$ cat src/rtl/periph_bus_if.sv
// periph_bus_if: CPU-side request/ready bus plus peripheral-slot bus of periph_bus.
// Ports (by modport):
//   master : the environment; drives cpu_* requests and per_* slave responses
//   slave  : periph_bus itself; consumes requests, drives per_* strobes and cpu_* responses
// NUM_PORTS and SEL_LSB must match the parameters of the periph_bus instance.
interface periph_bus_if #(
    parameter int unsigned NUM_PORTS = 4,
    parameter int unsigned SEL_LSB   = 12
);
    logic                    cpu_req_i;
    logic                    cpu_we_i;
    logic [31:0]             cpu_addr_i;
    logic [31:0]             cpu_wdata_i;
    logic [3:0]              cpu_wmask_i;
    logic [31:0]             cpu_rdata_o;
    logic                    cpu_ready_o;
    logic                    cpu_err_o;
    logic [NUM_PORTS-1:0]    per_sel_o;
    logic                    per_we_o;
    logic [SEL_LSB-1:0]      per_addr_o;
    logic [31:0]             per_wdata_o;
    logic [3:0]              per_wmask_o;
    logic [32*NUM_PORTS-1:0] per_rdata_i;
    logic [NUM_PORTS-1:0]    per_ready_i;

    modport master (
        output cpu_req_i, cpu_we_i, cpu_addr_i, cpu_wdata_i, cpu_wmask_i,
        input  cpu_rdata_o, cpu_ready_o, cpu_err_o,
        input  per_sel_o, per_we_o, per_addr_o, per_wdata_o, per_wmask_o,
        output per_rdata_i, per_ready_i
    );

    modport slave (
        input  cpu_req_i, cpu_we_i, cpu_addr_i, cpu_wdata_i, cpu_wmask_i,
        output cpu_rdata_o, cpu_ready_o, cpu_err_o,
        output per_sel_o, per_we_o, per_addr_o, per_wdata_o, per_wmask_o,
        input  per_rdata_i, per_ready_i
    );
endinterface

$ cat src/rtl/periph_bus.sv
// periph_bus: registered request/ready interconnect for the 0x2xxx_xxxx window,
// serving NUM_PORTS peripheral slots selected by addr[SEL_LSB +: 4].
// Ports:
//   clk      : system clock, rising edge
//   reset_ni : synchronous active-low reset
//   bus      : periph_bus_if.slave (cpu_* request/response, per_* slot bus)
// Optional feature: define PERIPH_BUS_TIMEOUT_EN to end stalled accesses with an
// error after TIMEOUT_CYCLES wait cycles; otherwise ACCESS waits indefinitely.
module periph_bus #(
    parameter int unsigned NUM_PORTS      = 4,
    parameter int unsigned SEL_LSB        = 12,
    parameter logic [3:0]  BASE_NIBBLE    = 4'h2,
    parameter int unsigned TIMEOUT_CYCLES = 255,
    parameter logic [31:0] ERR_DATA       = 32'hDEAD_BEEF
) (
    input logic         clk,
    input logic         reset_ni,
    periph_bus_if.slave bus
);
    localparam int unsigned MAX_PORTS = 16;

    // Elaboration-time parameter range checks.
    if (NUM_PORTS < 1 || NUM_PORTS > MAX_PORTS) begin : g_bad_ports
        $error("periph_bus: NUM_PORTS out of range 1..16");
    end
    if (TIMEOUT_CYCLES < 1 || TIMEOUT_CYCLES > 65535) begin : g_bad_timeout
        $error("periph_bus: TIMEOUT_CYCLES out of range 1..65535");
    end

    typedef enum logic [1:0] {IDLE, ACCESS, RESP} state_t;

    state_t               r_state;
    logic [3:0]           r_slot;
    logic [NUM_PORTS-1:0] r_sel;
    logic                 r_we;
    logic [SEL_LSB-1:0]   r_addr;
    logic [31:0]          r_wdata;
    logic [3:0]           r_wmask;
    logic [31:0]          r_rdata;
    logic                 r_ready;
    logic                 r_err;

    logic [3:0]           w_slot;
    logic                 w_hit;
    logic                 w_mapped;
    logic [MAX_PORTS-1:0] w_ready_all;
    logic [31:0]          w_rdata_all [MAX_PORTS];
    logic                 w_timeout;

    assign w_slot   = bus.cpu_addr_i[SEL_LSB +: 4];
    assign w_hit    = bus.cpu_req_i && (bus.cpu_addr_i[31:28] == BASE_NIBBLE);
    assign w_mapped = 5'(w_slot) < 5'(NUM_PORTS);

    // Widen slot vectors to 16 entries so the 4-bit slot index always fits.
    for (genvar k = 0; k < MAX_PORTS; k++) begin : g_slot
        if (k < NUM_PORTS) begin : g_used
            assign w_ready_all[k] = bus.per_ready_i[k];
            assign w_rdata_all[k] = bus.per_rdata_i[32*k +: 32];
        end else begin : g_unused
            assign w_ready_all[k] = 1'b0;
            assign w_rdata_all[k] = 32'd0;
        end
    end

`ifdef PERIPH_BUS_TIMEOUT_EN
    logic [15:0] r_cnt;
    assign w_timeout = (r_cnt == 16'(TIMEOUT_CYCLES));
`else
    assign w_timeout = 1'b0;
`endif

    // Control FSM with registered outputs; ready from the slot beats timeout.
    always_ff @(posedge clk) begin
        if (!reset_ni) begin
            r_state <= IDLE;
            r_slot  <= 4'd0;
            r_sel   <= '0;
            r_we    <= 1'b0;
            r_addr  <= '0;
            r_wdata <= 32'd0;
            r_wmask <= 4'd0;
            r_rdata <= 32'd0;
            r_ready <= 1'b0;
            r_err   <= 1'b0;
`ifdef PERIPH_BUS_TIMEOUT_EN
            r_cnt   <= 16'd0;
`endif
        end else begin
            r_ready <= 1'b0;
            case (r_state)
                IDLE: begin
                    if (w_hit) begin
                        r_slot  <= w_slot;
                        r_we    <= bus.cpu_we_i;
                        r_addr  <= bus.cpu_addr_i[SEL_LSB-1:0];
                        r_wdata <= bus.cpu_wdata_i;
                        r_wmask <= bus.cpu_wmask_i;
                        if (w_mapped) begin
                            r_sel   <= NUM_PORTS'(MAX_PORTS'(1) << w_slot);
                            r_state <= ACCESS;
`ifdef PERIPH_BUS_TIMEOUT_EN
                            r_cnt   <= 16'd0;
`endif
                        end else begin
                            r_err   <= 1'b1;
                            r_rdata <= ERR_DATA;
                            r_ready <= 1'b1;
                            r_state <= RESP;
                        end
                    end
                end
                ACCESS: begin
                    if (w_ready_all[r_slot]) begin
                        r_rdata <= r_we ? 32'd0 : w_rdata_all[r_slot];
                        r_err   <= 1'b0;
                        r_ready <= 1'b1;
                        r_sel   <= '0;
                        r_state <= RESP;
                    end else if (w_timeout) begin
                        r_rdata <= ERR_DATA;
                        r_err   <= 1'b1;
                        r_ready <= 1'b1;
                        r_sel   <= '0;
                        r_state <= RESP;
                    end else begin
`ifdef PERIPH_BUS_TIMEOUT_EN
                        r_cnt   <= r_cnt + 16'd1;
`endif
                    end
                end
                RESP:    r_state <= IDLE;
                default: r_state <= IDLE;
            endcase
        end
    end

    assign bus.cpu_rdata_o = r_rdata;
    assign bus.cpu_ready_o = r_ready;
    assign bus.cpu_err_o   = r_err;
    assign bus.per_sel_o   = r_sel;
    assign bus.per_we_o    = r_we;
    assign bus.per_addr_o  = r_addr;
    assign bus.per_wdata_o = r_wdata;
    assign bus.per_wmask_o = r_wmask;
endmodule

$ cat src/flat_wrapper.sv
// flat-port wrapper written by rule: the top's interface ports become plain ports
module periph_bus_flat 
#(
    parameter int unsigned NUM_PORTS      = 4,
    parameter int unsigned SEL_LSB        = 12,
    parameter logic [3:0]  BASE_NIBBLE    = 4'h2,
    parameter int unsigned TIMEOUT_CYCLES = 255,
    parameter logic [31:0] ERR_DATA       = 32'hDEAD_BEEF
)
  (clk, reset_ni, bus_cpu_req_i, bus_cpu_we_i, bus_cpu_addr_i, bus_cpu_wdata_i, bus_cpu_wmask_i, bus_cpu_rdata_o, bus_cpu_ready_o, bus_cpu_err_o, bus_per_sel_o, bus_per_we_o, bus_per_addr_o, bus_per_wdata_o, bus_per_wmask_o, bus_per_rdata_i, bus_per_ready_i);
  periph_bus_if #(.NUM_PORTS(NUM_PORTS), .SEL_LSB(SEL_LSB)) bus_i ();
  input logic clk;
  input logic reset_ni;
  input wire logic [$bits(bus_i.cpu_req_i)-1:0] bus_cpu_req_i;
  input wire logic [$bits(bus_i.cpu_we_i)-1:0] bus_cpu_we_i;
  input wire logic [$bits(bus_i.cpu_addr_i)-1:0] bus_cpu_addr_i;
  input wire logic [$bits(bus_i.cpu_wdata_i)-1:0] bus_cpu_wdata_i;
  input wire logic [$bits(bus_i.cpu_wmask_i)-1:0] bus_cpu_wmask_i;
  output wire logic [$bits(bus_i.cpu_rdata_o)-1:0] bus_cpu_rdata_o;
  output wire logic [$bits(bus_i.cpu_ready_o)-1:0] bus_cpu_ready_o;
  output wire logic [$bits(bus_i.cpu_err_o)-1:0] bus_cpu_err_o;
  output wire logic [$bits(bus_i.per_sel_o)-1:0] bus_per_sel_o;
  output wire logic [$bits(bus_i.per_we_o)-1:0] bus_per_we_o;
  output wire logic [$bits(bus_i.per_addr_o)-1:0] bus_per_addr_o;
  output wire logic [$bits(bus_i.per_wdata_o)-1:0] bus_per_wdata_o;
  output wire logic [$bits(bus_i.per_wmask_o)-1:0] bus_per_wmask_o;
  input wire logic [$bits(bus_i.per_rdata_i)-1:0] bus_per_rdata_i;
  input wire logic [$bits(bus_i.per_ready_i)-1:0] bus_per_ready_i;
  assign bus_i.cpu_req_i = bus_cpu_req_i;
  assign bus_i.cpu_we_i = bus_cpu_we_i;
  assign bus_i.cpu_addr_i = bus_cpu_addr_i;
  assign bus_i.cpu_wdata_i = bus_cpu_wdata_i;
  assign bus_i.cpu_wmask_i = bus_cpu_wmask_i;
  assign bus_cpu_rdata_o = bus_i.cpu_rdata_o;
  assign bus_cpu_ready_o = bus_i.cpu_ready_o;
  assign bus_cpu_err_o = bus_i.cpu_err_o;
  assign bus_per_sel_o = bus_i.per_sel_o;
  assign bus_per_we_o = bus_i.per_we_o;
  assign bus_per_addr_o = bus_i.per_addr_o;
  assign bus_per_wdata_o = bus_i.per_wdata_o;
  assign bus_per_wmask_o = bus_i.per_wmask_o;
  assign bus_i.per_rdata_i = bus_per_rdata_i;
  assign bus_i.per_ready_i = bus_per_ready_i;
  periph_bus #(.NUM_PORTS(NUM_PORTS), .SEL_LSB(SEL_LSB), .BASE_NIBBLE(BASE_NIBBLE), .TIMEOUT_CYCLES(TIMEOUT_CYCLES), .ERR_DATA(ERR_DATA)) u_core (.clk(clk), .reset_ni(reset_ni), .bus(bus_i));
endmodule
$ cat config.mk
export PLATFORM = sky130hd
export DESIGN_NAME = periph_bus_flat
export DESIGN_NICKNAME = d
export VERILOG_FILES = /design/src/rtl/periph_bus_if.sv /design/src/rtl/periph_bus.sv /design/src/flat_wrapper.sv
export SDC_FILE = /design/constraint.sdc
export NUM_CORES = 1
export LEC_CHECK = 0
export ABC_AREA = 1
export CORE_MARGIN = 1
export CORE_UTILIZATION = 34
export CTS_CLUSTER_SIZE = 10
export DETAILED_ROUTE_END_ITERATION = 6
export PLACE_DENSITY_LB_ADDON = 0.05
export SLEW_MARGIN = 5
export SYNTH_ARGS = -nofsm -noshare
export SYNTH_HDL_FRONTEND = slang
export SYNTH_SLANG_ARGS = --single-unit
$ cat constraint.sdc
create_clock -name clk -period 1.3 [get_ports clk]
set_input_delay 0.195 -clock clk [delete_from_list [all_inputs] [get_ports clk]]
set_output_delay 0.195 -clock clk [all_outputs]
set_load 0.1 [all_outputs]
; ---- After elaboration in Yosys (flattened, before gate mapping)
; Cells that the tools add are included.
[word_totals]
ff_bits = 93
elab_cells = 54
out_inout_bits = 87
[op_classes]
bitwise = 1
reduce_logical = 7
mux = 26
n_shift = 1
n_eq_ne = 6
n_lt_le_gt_ge = 3
[ops]
columns = cell, count
row1 = 32-bit two-way mux, 6
row2 = 32-bit binary-select mux with 4-bit select, 1
row3 = 32-bit one-hot mux with 2 select lines, 1
row4 = 4-bit two-way mux, 3
row5 = 4-bit one-hot mux with 2 select lines, 1
row6 = 4-bit AND reduction, 2
row7 = 1-bit two-way mux, 7
row8 = 2-bit two-way mux, 3
row9 = "2-bit by 1-bit != test with 1-bit output, second input constant", 3
row10 = "5-bit greater-or-equal comparator, second input constant", 1
row11 = "4-bit by 5-bit less-than comparator with 1-bit output, second input constant", 1
row12 = 4-bit inverter with 5-bit output, 1
row13 = 1-bit binary-select mux with 4-bit select, 1
row14 = "4-bit by 2-bit == test with 1-bit output, second input constant", 1
row15 = "4-bit by 3-bit less-than comparator with 1-bit output, second input constant", 1
row16 = 1-bit one-hot mux with 2 select lines, 2
row17 = 2-bit one-hot mux with 2 select lines, 1
row18 = 2-bit AND reduction, 2
row19 = "1-bit by 4-bit << shifter with 4-bit output, first input constant", 1
row20 = "2-bit by 1-bit == test with 1-bit output, second input constant", 1
row21 = 2-bit zero test, 1
row22 = "2-bit != test, second input constant", 1
row23 = 2-bit nonzero test, 1
row24 = 1-bit logical AND, 1

; ---- Logic depth before layout (Yosys ltp)
; Gate-level depths: netlist of the first run.
[logic_depth]
depth_word = 7
mapped_depth = 12
depth_no_buf = 10

; ---- Least setup slack after synthesis of the first run
; OpenSTA, ideal clock, no wires.
[synth_timing]
path_kind = flip-flop to flip-flop
startpoint = register u_core.r_we (netlist: u_core.bus.per_we_o)
endpoint = register u_core.r_rdata[7] (netlist: u_core.bus.cpu_rdata_o[7])
required_time_ns = 1.182
setup_slack_ns = -0.462
synth_period_minus_slack_ns = 1.762
setup_ns = 0.118
path_stages_with_launch = 9
arrival_time_ns = 1.644
path_cell_list = dfxtp_1 > inv_1 > nand2_1 > inv_1 > buf_2 > nand2_1 > nand2_1 > nor2_1 > nor2_1
[synth_via]
elab_chain_cells = 3
[synth_rtl]
columns = element, line
row1 = start: declaration, periph_bus.sv:35  ; logic r_we;
row2 = start signal: assignment, periph_bus.sv:94  ; r_we <= bus.cpu_we_i;
row3 = 32-bit two-way mux, periph_bus.sv:114  ; r_rdata <= r_we ? 32'd0 : w_rdata_all[r_slot];
row4 = 32-bit two-way mux, periph_bus.sv:113  ; if (w_ready_all[r_slot]) begin
row5 = 32-bit one-hot mux with 2 select lines, periph_bus.sv:90  ; case (r_state)
row6 = end signal: assignment, periph_bus.sv:114
row7 = end: declaration, periph_bus.sv:39  ; logic [31:0] r_rdata;
; Every way passes these cells. The select of a mux whose other input is x is not followed.
; A chain may end at the register's enable or synchronous reset.

; ---- Worst setup path after layout of the first run
[layout_timing]
startpoint = register u_core.r_slot[0]
endpoint = register u_core.r_rdata[2] (netlist: u_core.bus.cpu_rdata_o[2])
[layout_via]
elab_chain_cells = 7
elab_cells_between_ends = 11
classes_between = eq/ne (1) / mux (8) / bitwise (1) / reduce/logical (1)
[layout_rtl]
columns = element, line
row1 = start: declaration, periph_bus.sv:33  ; logic [3:0] r_slot;
row2 = start signal: assignment, periph_bus.sv:93  ; r_slot <= w_slot;
row3 = 4-bit inverter with 5-bit output (implied by the code), periph_bus.sv:114
row4 = 32-bit binary-select mux with 4-bit select, periph_bus.sv:114
row5 = 32-bit two-way mux (implied by the code) (2 in a row), periph_bus.sv:114
row6 = 32-bit two-way mux, periph_bus.sv:114
row7 = 32-bit two-way mux, periph_bus.sv:113
row8 = 32-bit one-hot mux with 2 select lines, periph_bus.sv:90
; Parallel ways exist; a longest one is shown, timed or not. The select of a mux whose other input is x is not followed.

==> summary.txt, run 1 <==
STA
  • Slew Limit Headroom: 0.800
  • RSZ-0062 raised after global routing: yes
  • Final period util: 1.12
  • Final setup viols: 92
  • Final WS setup: -0.152 ns
  • Worst-Margin Slew: 0.300 ns
  • Fmax: 689 MHz
  • Final Skew: 0.00725 ns
  • Fin. max-slew vios: 0
  • Hold slack: 0.234 ns
  • Final Critical Period: 1.45 ns
  • Fin. Hold Viols: 0

Cells and area
  • Fin area: 0.00972 sq mm
  • Area grow syn2layout: 110%
  • Area taken by multi-input logic gates: 0.00267 sq mm
  • Layout cells sized above 1: 0.246
  • Diodes inserted: 0
  • Final non-filler cell total: 1200
  • Sequential cell area: 0.00188 sq mm
  • Most frequent cells in the layout: 187 x clkdlybuf4s50_1, 165 x nor2_1, 109 x nand2_1
  • Fill cells: 1054
  • Nets: 1223
  • Most common cell after layout, fill and taps aside: clkdlybuf4s50_1

Floorplan
  • Initial core utilization: 0.349
  • Core area: 0.0133 sq mm
  • Die H: 119 microns
  • Die ar.: 0.0141 sq mm
  • Placement row count: 42
  • Width of the die: 119 microns
  • IO Count: 291

Critical path
  • Worst-path fanout max: 7
  • Setup crit start kind: register
  • Setup CP Type: register to register
  • Crit path DAT: 1.69 ns
  • Worst EP required: 1.54 ns
  • CP Capture Type: register

Synth
  • Post-synthesis cell area: 0.00464 sq mm
  • Post-synthesis sequential area ratio: 0.401
  • Synthesized flop and latch total: 93
  • Syn Inst Count: 725
  • Syn nets: 929
  • Unique masters post-synth: 25
  • Syn Area/Cell: 6.40 sq um
  • Synth warnings: 0

Routing
  • Detail Route Antenna Nets: 0
  • DRC viols: 0
  • Vias per cell: 4.74
  • DRT Pass-1 Iters: 5
  • DR iter-0 viols: 324
  • Vias post-DR: 5690
  • Drt wl/cell: 15.0 microns
  • Routed wire length: 18100 microns

Placement
  • Dpl ws: -0.502 ns
  • Routability cong.: 0.824
  • Post-DP HPWL: 12100 microns
  • Placed Area: 0.00861 sq mm
  • Dpl cells: 1165
  • Port bufs: 278

Global routing
  • Vias in the first global route: 5296
  • Initial antenna violation count: 0
  • GR Util All Layers: 0.228
  • Largest net degree at the start of global routing: 65
  • GR Overflow Total: 0
  • First-pass GRT wire length: 25600 microns

Pwr
  • Tot Pwr: 7410 uW
  • Power density over the cells: 762 mW/mm^2
  • VDD IR max: 575 uV
  • Leakage: 0.00391 uW

Clock tree
  • Worst-Skew Late Latency: 0.35 ns
  • CTS buffer count: 9
  • CTS tree: done
  • CTS sink count: 93
  • Max clock buf depth: 2
  • CTS Hold Buffers Added: 0
  • H-Tree Depth: 3
  • Clk root buf: clkbuf_16
  • Worst-path clk slew: 0.07 ns

Outcome
  • Failing checks: setup timing
  • Status: finished with violations

Worst hold path
  • HP Class: primary input to register

Flow run
  • Max-Cap Viols: 0
## flip-flops by register name, summed over array words and instances (netlist names)
register and cells:
u_core.bus.per_sel_o 4, u_core.bus.cpu_rdata_o 32, u_core.bus.cpu_ready_o 1, u_core.bus.per_wdata_o 32, u_core.bus.cpu_err_o 1, u_core.r_slot 4, u_core.r_state 2, u_core.bus.per_wmask_o 4
u_core.bus.per_we_o 1, u_core.bus.per_addr_o 12
## cells by family (layout without fill, tap and decap cells)
logic type,after synthesis,after routing,share of synthesized area
buffers and inverters,101,400,0.0987
and+or+nand+nor,358,358,0.304
DFF,93,93,0.401
AOI/OAI and AO/OA,173,173,0.196
## where the power goes
| group | switching, uW | internal [uW] |
|---|---|---|
| clock | 1110 | 1490 |
| combinational | 879 | 961 |
| sequential | 69.4 | 2900 |
## area by class of cell
cell class                      instances  area share
Clock inverter                          6     0.00656
Timing Repair Buffer                  333       0.458
Inverter                               51      0.0214
Tap cell                              176      0.0227
Multi-Input combinational cell        531       0.274
Clock buffer                           10      0.0236
Sequential cell                        93       0.193
## per-stage QoR
step	util	TNS [ns]
floorplan	-	0
global placement	0.647	-35.77
detailed placement	0.647	-39.76
CTS	0.673	-1.92
global route	0.731	-15.12
finish	0.731	-8.30
## worst max-delay path, cell delays in order, from the launching register on
cell,delay (ns)
dfxtp_4,0.44
inv_4,0.07
nand2_2,0.06
nand3_2,0.07
nand2_4,0.10
nand3_4,0.11
nand2_8,0.12
inv_6,0.05
clkbuf_16,0.16
nor2_2,0.11
nor2_1,0.05
## synth_stat cells
master / instances / area share
o21a_1: 1 / 0.0016
a21oi_2: 1 / 0.0019
nor2_2: 1 / 0.0013
a21oi_1: 8 / 0.0086
nand3_1: 16 / 0.017
inv_1: 47 / 0.038
nor2_1: 211 / 0.17
o21ai_0: 114 / 0.12
dfxtp_1: 93 / 0.40
clkbuf_1: 19 / 0.015
buf_1: 1 / 0.00081
a31oi_1: 1 / 0.0013
inv_4: 1 / 0.0013
inv_2: 3 / 0.0024
nor3b_2: 1 / 0.0027
nand2_1: 117 / 0.095
nand2_2: 2 / 0.0027
o22ai_1: 25 / 0.034
buf_4: 3 / 0.0049
buf_2: 22 / 0.024
buf_6: 5 / 0.012
nand3_2: 2 / 0.0043
nand4_1: 8 / 0.011
o21ai_1: 22 / 0.024
a211oi_1: 1 / 0.0016
## final timing paths
| kind | from | to | slack (ns) | depth (start not counted) |
|---|---|---|---|---|
| hold reg to reg | u_core.bus.per_we_o$_SDFFE_PN0P_ | u_core.bus.per_we_o$_SDFFE_PN0P_ | 0.52 | 2 |
| setup reg to reg | u_core.r_slot[0]$_SDFFE_PN0P_ | u_core.bus.cpu_rdata_o[2]$_SDFFE_PN0P_ | -0.15 | 10 |
| hold / removal | reset_ni | u_core.bus.per_wdata_o[2]$_SDFFE_PN0P_ | 0.23 | 3 |
| setup / recovery | u_core.r_slot[0]$_SDFFE_PN0P_ | u_core.bus.cpu_rdata_o[2]$_SDFFE_PN0P_ | -0.15 | 10 |
## routing by layer
layer	vias to the layer above	global-route usage	wire [microns]	part of all wire
li1	2924	-	-	-
met1	2553	0.251	7360	0.41
met2	180	0.406	9010	0.50
met3	33	0.0685	1200	0.066
met4	0	0.0918	490	0.027
met5	-	0	0	0
## timing repair
action                     4_1_cts  5_1_grt
gates resized for setup         19      151
gates cloned                     0       13
setup endpoints to repair       91       93
pin swaps                       18       11
buffers inserted                 0        6
No activity file was read; power rests on OpenSTA's default activity.
==> run 2: changes to the inputs <==
CAP_MARGIN = 20   (was default)
==> results of run 2 <==
Same layout as run 1: the final DEF is identical, and so are final timing and power.
==> run 3: changes to the inputs <==
CORE_ASPECT_RATIO = 2   (was default)
==> run 3 against run 2 <==
  * The run ends with DRC, setup timing left
  * Core utilization up 2.2 points
  * Sequential share of layout area decreased by 0.64 points
  * Routed wire length up 12%
  * Register-to-register slack is essentially flat
  * Cell area up 3.6%
  * Global-route usage grew 0.30 points
  * Power grew 4.5%
  * Fmax down 1.2%
  * Hold slack better by 0.010 ns
  * Non-clock buffer count grew 8
  * Critical path type is now primary input to register
  * Highest routed layer unchanged
==> summary.txt, run 3 (same netlist as run 1, synthesis figures left out) <==
Outcome
  • Status: finished with violations
  • Failing checks: DRC, setup timing

Floorplan
  • Die ar.: 0.0141 sq mm (+0.20%)
  • Placement row count: 60 (+43%)
  • Initial core utilization: 0.347 (-0.00176)
  • IO Count: 291 (unchanged)
  • Core area: 0.0134 sq mm (+0.51%)
  • Die H: 167 microns (+41%)
  • Width of the die: 84.6 microns (-29%)

Routing
  • Vias post-DR: 6009 (+5.6%)
  • Vias per cell: 5.07 (+6.9%)
  • DRT Pass-1 Iters: 7 (+2)
  • DRC viols: 21 (+21)
  • Drt wl/cell: 17.0 microns (+13%)
  • Detail Route Antenna Nets: 0 (unchanged)
  • DR iter-0 viols: 219 (-32%)
  • Routed wire length: 20100 microns (+12%)

Placement
  • Port bufs: 278 (unchanged)
  • Post-DP HPWL: 12600 microns (+4.1%)
  • Routability cong.: 0.861 (+4.4%)

Cells and area
  • Fin util: 0.754 (+0.0224)
  • Layout cells sized above 1: 0.281 (+0.0352)
  • Nets: 1231 (+0.65%)
  • Most frequent cells in the layout: 187 x clkdlybuf4s50_1, 147 x nor2_1, 109 x nand2_1, 109 x buf_12, 87 x dfxtp_1
  • Diodes inserted: 0 (unchanged)
  • Area grow syn2layout: 117%
  • Most common cell after layout, fill and taps aside: clkdlybuf4s50_1
  • Fill cells: 959 (-9.0%)

Critical path
  • Flop2flop setup slack: -0.16 ns (about the same)
  • CP Capture Type: register
  • Reg2reg path depth: 9 (-1)
  • Crit path DAT: 1.75 ns (+0.06 ns)
  • R2R Path End: u_core.bus.per_addr_o[11]$_SDFFE_PN0P_
  • Worst EP required: 1.58 ns (+0.04 ns)
  • Worst-path fanout max: 8 (+1)
  • FF-to-FF Start: u_core.r_state[0]$_SDFFE_PN0P_
  • Setup crit start kind: primary input
  • Setup CP Type: primary input to register

Global routing
  • First-pass GRT wire length: 25900 microns (+1.4%)
  • Vias in the first global route: 5494 (+3.7%)
  • GR Util All Layers: 0.231 (+0.00302)
  • Initial antenna violation count: 0 (unchanged)
  • Largest net degree at the start of global routing: 55 (-15%)
  • GR Overflow Total: 0 (unchanged)

Pwr
  • Leakage: 0.00405 uW (+3.6%)
  • VDD IR max: 514 uV (-11%)
  • Tot Pwr: 7750 uW (+4.5%)
  • Power density over the cells: 770 mW/mm^2 (+0.92%)

Clock tree
  • CTS sink count: 93 (unchanged)
  • Clk root buf: clkbuf_16
  • H-Tree Depth: 3 (unchanged)
  • CTS tree: done
  • Max clock buf depth: 2 (unchanged)
  • Worst-Skew Late Latency: 0.35 ns (about the same)
  • Worst-path clk slew: 0.07 ns (about the same)
  • CTS buffer count: 9 (unchanged)

Worst hold path
  • WHS Endpoint: u_core.r_slot[1]$_SDFFE_PN0P_
  • Hold Crit Depth: 3 (unchanged)
  • HP Class: primary input to register
  • Min-delay src: reset_ni

STA
  • Fmax: 680 MHz (-1.2%)
  • Fin. Hold Viols: 0 (unchanged)
  • Fin. max-slew vios: 0 (unchanged)
  • Final WS setup: -0.170 ns (-0.0181 ns)
  • Final period util: 1.13 (+0.0139)
  • Final Skew: 0.0113 ns (+0.00403 ns)
  • Worst-Margin Slew: 0.360 ns (+0.0604 ns)
  • Slew Limit Headroom: 0.760 (-0.0401)
  • Final Critical Period: 1.47 ns (+0.0181 ns)
  • RSZ-0062 raised after global routing: yes
  • Final setup viols: 91 (-1.1%)
  • Hold slack: 0.244 ns (+0.0103 ns)

Flow run
  • Max-Cap Viols: 0 (unchanged)
[run 3: changes by cell type in the layout (fill, tap and decap cells not counted), sizes merged]
cell	previous run	this run
buf	133	140
inv	49	53
clkinvlp	3	0
clkinv	4	2
bufinv	1	2
dlygate4sd2	1	2
dlymetal6s2s	2	1
[run 3: repair_timing]
| action | CTS | global route |
|---|---|---|
| setup buffers | 3 | 11 |
| cloned | 3 | 17 |
| resized for setup | 53 | 187 |
| hold buffers | 0 | 0 |
| endpoints found under the setup margin | 49 | 93 |
| pin swaps | 10 | 35 |
[run 3: layout make-up]
type	count	area, sq um	area share
clock buffer	9	225	0.0224
clock inverter	6	95.1	0.00944
inverter	51	214	0.0212
multi-input combinational	531	2810	0.279
sequential	93	1880	0.187
tap	155	194	0.0193
timing repair buffer	341	4650	0.462
[run 3: worst max-delay path by stage]
stage                                                       from                                       to  slack, ns  cells after the start
final                                              bus_cpu_req_i   u_core.bus.per_addr_o[11]$_SDFFE_PN0P_      -0.17                     10
after global routing              u_core.r_state[0]$_SDFFE_PN0P_   u_core.bus.per_wdata_o[9]$_SDFFE_PN0P_      -0.20                      9
after CTS                          u_core.r_slot[0]$_SDFFE_PN0P_   u_core.bus.cpu_rdata_o[4]$_SDFFE_PN0P_      -0.09                      8
after detailed placement                      bus_cpu_addr_i[29]  u_core.bus.cpu_rdata_o[13]$_SDFFE_PN0P_      -0.47                      8
after global placement                        bus_cpu_addr_i[28]   u_core.bus.cpu_rdata_o[7]$_SDFFE_PN0P_      -0.40                      8
after floorplan           u_core.bus.cpu_rdata_o[2]$_SDFFE_PN0P_   u_core.bus.cpu_rdata_o[2]$_SDFFE_PN0P_       0.01                      2
[run 3: power breakdown]
group	internal [uW]	leakage (uW)	switching (uW)	total (uW)
registers	2900	0.000756	75.3	2980
clock network	1700	0.000157	1170	2870
logic	987	0.00313	913	1900
[run 3: critical path, stage by stage]
cell	delay, ns
clkdlybuf4s50_1	0.46
inv_1	0.07
nor2_4	0.16
nand3_4	0.16
buf_12	0.18
clkinv_8	0.07
buf_12	0.11
clkbuf_16	0.18
nor2_1	0.06
nor2_1	0.10
[run 3: layer usage]
metal	vias to the layer above	global-route usage	wire length (microns)
met3	61	0.0468	1230
met1	2738	0.226	6360
met4	0	0.103	1070
met5	-	0	0
met2	280	0.452	11500
li1	2930	-	-
[run 3: through the flow]
stage / area [sq um] / TNS [ns] / std cells / setup slack (ns)
finish: 10100 / -7.92 / 1186 / -0.170
global route: 10100 / -12.01 / 1186 / -0.198
CTS: 9140 / -1.84 / 1161 / -0.0883
detailed placement: 8620 / -35.24 / 1140 / -0.472
global placement: 8620 / -30.42 / 1140 / -0.402
floorplan: 4640 / 0 / 725 / 0.0146
==> patch: new RTL, settings of run 3 <==
`NUM_PORTS` is set to 4 in 3 places; all go to 3. Comments in the files are not updated.
--- a/src/rtl/periph_bus_if.sv
+++ b/src/rtl/periph_bus_if.sv
@@ -4,7 +4,7 @@
 //   slave  : periph_bus itself; consumes requests, drives per_* strobes and cpu_* responses
 // NUM_PORTS and SEL_LSB must match the parameters of the periph_bus instance.
 interface periph_bus_if #(
-    parameter int unsigned NUM_PORTS = 4,
+    parameter int unsigned NUM_PORTS = 3,
     parameter int unsigned SEL_LSB   = 12
 );
     logic                    cpu_req_i;
--- a/src/rtl/periph_bus.sv
+++ b/src/rtl/periph_bus.sv
@@ -7,7 +7,7 @@
 // Optional feature: define PERIPH_BUS_TIMEOUT_EN to end stalled accesses with an
 // error after TIMEOUT_CYCLES wait cycles; otherwise ACCESS waits indefinitely.
 module periph_bus #(
-    parameter int unsigned NUM_PORTS      = 4,
+    parameter int unsigned NUM_PORTS      = 3,
     parameter int unsigned SEL_LSB        = 12,
     parameter logic [3:0]  BASE_NIBBLE    = 4'h2,
     parameter int unsigned TIMEOUT_CYCLES = 255,
--- a/src/flat_wrapper.sv
+++ b/src/flat_wrapper.sv
@@ -1,7 +1,7 @@
 // flat-port wrapper written by rule: the top's interface ports become plain ports
 module periph_bus_flat 
 #(
-    parameter int unsigned NUM_PORTS      = 4,
+    parameter int unsigned NUM_PORTS      = 3,
     parameter int unsigned SEL_LSB        = 12,
     parameter logic [3:0]  BASE_NIBBLE    = 4'h2,
     parameter int unsigned TIMEOUT_CYCLES = 255,
Interface: changed (resized bus_per_rdata_i, bus_per_ready_i and bus_per_sel_o); port bits go from 291 to 257. No check against the original RTL was run, so the function may have changed too.
==> patch against run 3 <==
The flow finishes with violations (setup timing). Combinational power down 16%. Highest routed layer unchanged. Critical endpoint is now u_core.bus.cpu_rdata_o[11]$_SDFFE_PN0P_. Area after synthesis down 6.9%. Final cell count down 12%. Register-to-register slack better by 0.09 ns. Critical path depth down 1. Largest cell class unchanged. Final area down 16%. Setup slack better by 0.097 ns. Total power down 7.2%. Sequential cell count down 1. Fmax up 7.1%. Sequential share of layout area up 3.2 points. Synthesized cell count down 11%. Routed wire length down 22%.
==> patch: results (changes against run 3) <==
By count the netlist is led by 201 x sky130_fd_sc_hd__nor2_1, 95 x sky130_fd_sc_hd__o21ai_0, 92 x sky130_fd_sc_hd__dfxtp_1. The worst setup margin is -0.0722 ns (+0.0975 ns). The delay of the slowest cell on the worst path came out at 0.36 ns (-0.10 ns).

The number of warnings printed during yosys synthesis is 0 (unchanged). The synthesized net count came out at 818 (-12%). The met2 usage in global routing was 44.0% (-1.2 points). The quantity of I/O buffers inserted on ports came out at 244 (-12%). The standby leakage power was 3.32 nW (-18%). The final net count is 1062 (-14%).

The total negative slack came out at -0.871 ns (+7.05 ns). The worst clock skew is 0.00713 ns (-0.00414 ns). The worst voltage drop across the vdd grid is 0.777 mV (+51%). The total clock buffers created by CTS is 9 (unchanged).

The number of fill cells in the layout is 1004 (+4.7%). The overall routed net length came out at 15700 um (-22%). The proportion of synthesized flip-flops having asynchronous set or reset came out at 0% (unchanged). The proportion of synthesized chip area in sequential cells is 42.6% (+2.5 points). The post-synthesis adder-cell area fraction was 0% (unchanged). The number of antenna violations at the first check in global routing was 0 (unchanged). The final reports fail on setup timing. The largest net degree at the start of global routing came out at 48 (-13%). The root buffer cell chosen for the clock tree is sky130_fd_sc_hd__clkbuf_16. The run finished, with violations left. The final antenna diode count came out at 0 (unchanged). Among all stages on the critical path, the largest delay is contributed by sky130_fd_sc_hd__dfxtp_2. The number of failing setup endpoints in the final timing report is 30 (-67%). The share of cell area taken by muxes after synthesis was 0% (unchanged). The wire length of the first global-routing pass was 23800 um (-8.1%). The xor-xnor portion of the synthesized cell area is 0% (unchanged).

The worst-path maximum fanout came to 8 (unchanged). The slew at the pin closest to its max-slew limit is 0.310 ns (-0.0504 ns). The internal power of the cells is 5.17 mW (-7.4%).

The critical path data arrival time is 1.61 ns (-0.14 ns). The final antenna-violating net count is 0 (unchanged). By area the synthesized netlist is led by sky130_fd_sc_hd__dfxtp_1 43%, sky130_fd_sc_hd__nor2_1 17%, sky130_fd_sc_hd__o21ai_0 11%.

The number of design-rule violations left by the first detailed-router iteration came to 227 (+3.7%). The number of detailed-route iterations in the first pass came out at 5 (-2). The synthesized-area fraction occupied by ao, oa, aoi and oai cells was 17.7% (-1.9 points). The number of vias in the routed layout was 5167 (-14%). The aggregate global-route resource usage came to 23.5% (+0.37 points).

The clock latency of the later-clocked register in the worst-skew pair is 0.34 ns. The deepest clock path buffer count came to 2 (unchanged). The final weighted congestion in routability-driven placement came out at 0.760 (-12%). The total number of H-tree levels is 3 (unchanged). The most used flip-flop cell after synthesis is sky130_fd_sc_hd__dfxtp_1. The met3 track utilization from global routing is 7.51% (+2.8 points). The share of cells above drive strength 1 is 22.0% (-6.1 points).

The worst hold path belongs to the class input pin to flip-flop. The clock-pin slew reported for the worst setup and hold paths after clock tree synthesis is 0.07 ns (about the same). The via count of the first global-routing pass is 5033 (-8.4%).

The HPWL reported at the end of detailed placement was 11700 um (-7.3%). The routing usage on met1 came out at 22.2% (-0.37 points). The count of cell types in the netlist is 27 (+8.0%).
patch: cell count changes after synthesis, moves of 4 or more:
cell                              run 3  this run
sky130_fd_sc_hd__inv_1               47        14
sky130_fd_sc_hd__clkbuf_1            19        23
sky130_fd_sc_hd__buf_2               22        11
sky130_fd_sc_hd__nor2_1             211       201
sky130_fd_sc_hd__nand3_1             16        38
sky130_fd_sc_hd__nand2_1            117        82
sky130_fd_sc_hd__o22ai_1             25         0
sky130_fd_sc_hd__a21oi_1              8        32
sky130_fd_sc_hd__o21ai_0            114        95
sky130_fd_sc_hd__nand4_1              8         4
patch: kinds of logic (layout without fill, tap and decap cells):
logic type / after synthesis / in the layout
AND/OR/NAND/NOR: 336 / 336
flip-flops: 92 / 92
buffers and inverters: 67 / 315
AO/OA/AOI/OAI: 152 / 152
patch: worst max-delay path, delay by kind of cell, from the launching register on:
family / cells / cell delay, ns
flops: 1 / 0.36
simple gates: 7 / 0.62
buf+inv: 2 / 0.29
patch: area by class of cell:
cell class,count,area (sq um),share of cell area (%)
clock buffer,9,225,2.66
multi-input combinational,488,2280,27.0
sequential,92,1850,21.9
inverter,19,77.6,0.917
tap,147,184,2.17
timing repair buffer,281,3760,44.5
clock inverter,6,70.1,0.829
patch: metal layers:
layer	up-vias	part of all wire [%]	wire length, um
met4	0	3.2	508
met5	-	0	0
met3	32	7.9	1230
met2	191	55	8630
li1	2582	-	-
met1	2362	34	5320
patch: power by group through the flow:
stage / registers, mW / logic, mW / clock network [mW]
after floorplan: 3.37 / 0.326 / 0
after global placement: 3.00 / 1.54 / 0
after detailed placement: 3.00 / 1.56 / 0
after CTS: 2.94 / 1.58 / 2.72
after global routing: 2.95 / 1.69 / 2.86
final: 2.94 / 1.59 / 2.66
patch: what timing repair did:
action,4_1_cts,5_1_grt
pin swaps,0,17
gates resized for setup,15,51
gates cloned,1,3
endpoints found under the setup margin,52,91
buffers inserted,1,0
patch: path summary, 6_finish.rpt:
check / startpoint / endpoint / slack [ns] / cells after the start
worst min register to register: u_core.bus.per_we_o$_SDFFE_PN0P_ / u_core.bus.per_we_o$_SDFFE_PN0P_ / 0.51 / 2
worst max-delay path: u_core.r_state[1]$_SDFFE_PN0P_ / u_core.bus.cpu_rdata_o[11]$_SDFFE_PN0P_ / -0.07 / 9
worst max register to register: u_core.r_state[1]$_SDFFE_PN0P_ / u_core.bus.cpu_rdata_o[11]$_SDFFE_PN0P_ / -0.07 / 9
worst min-delay path: reset_ni / u_core.bus.per_sel_o[2]$_SDFFE_PN0P_ / 0.34 / 4
patch: through the flow:
stage	instances	instance area (sq um)	setup slack [ns]
after CTS	1039	8250	-0.0636
after detailed placement	1022	7890	-0.435
after global routing	1042	8460	-0.158
after floorplan	647	4330	0.000506
final	1042	8460	-0.0722
after global placement	1022	7890	-0.357
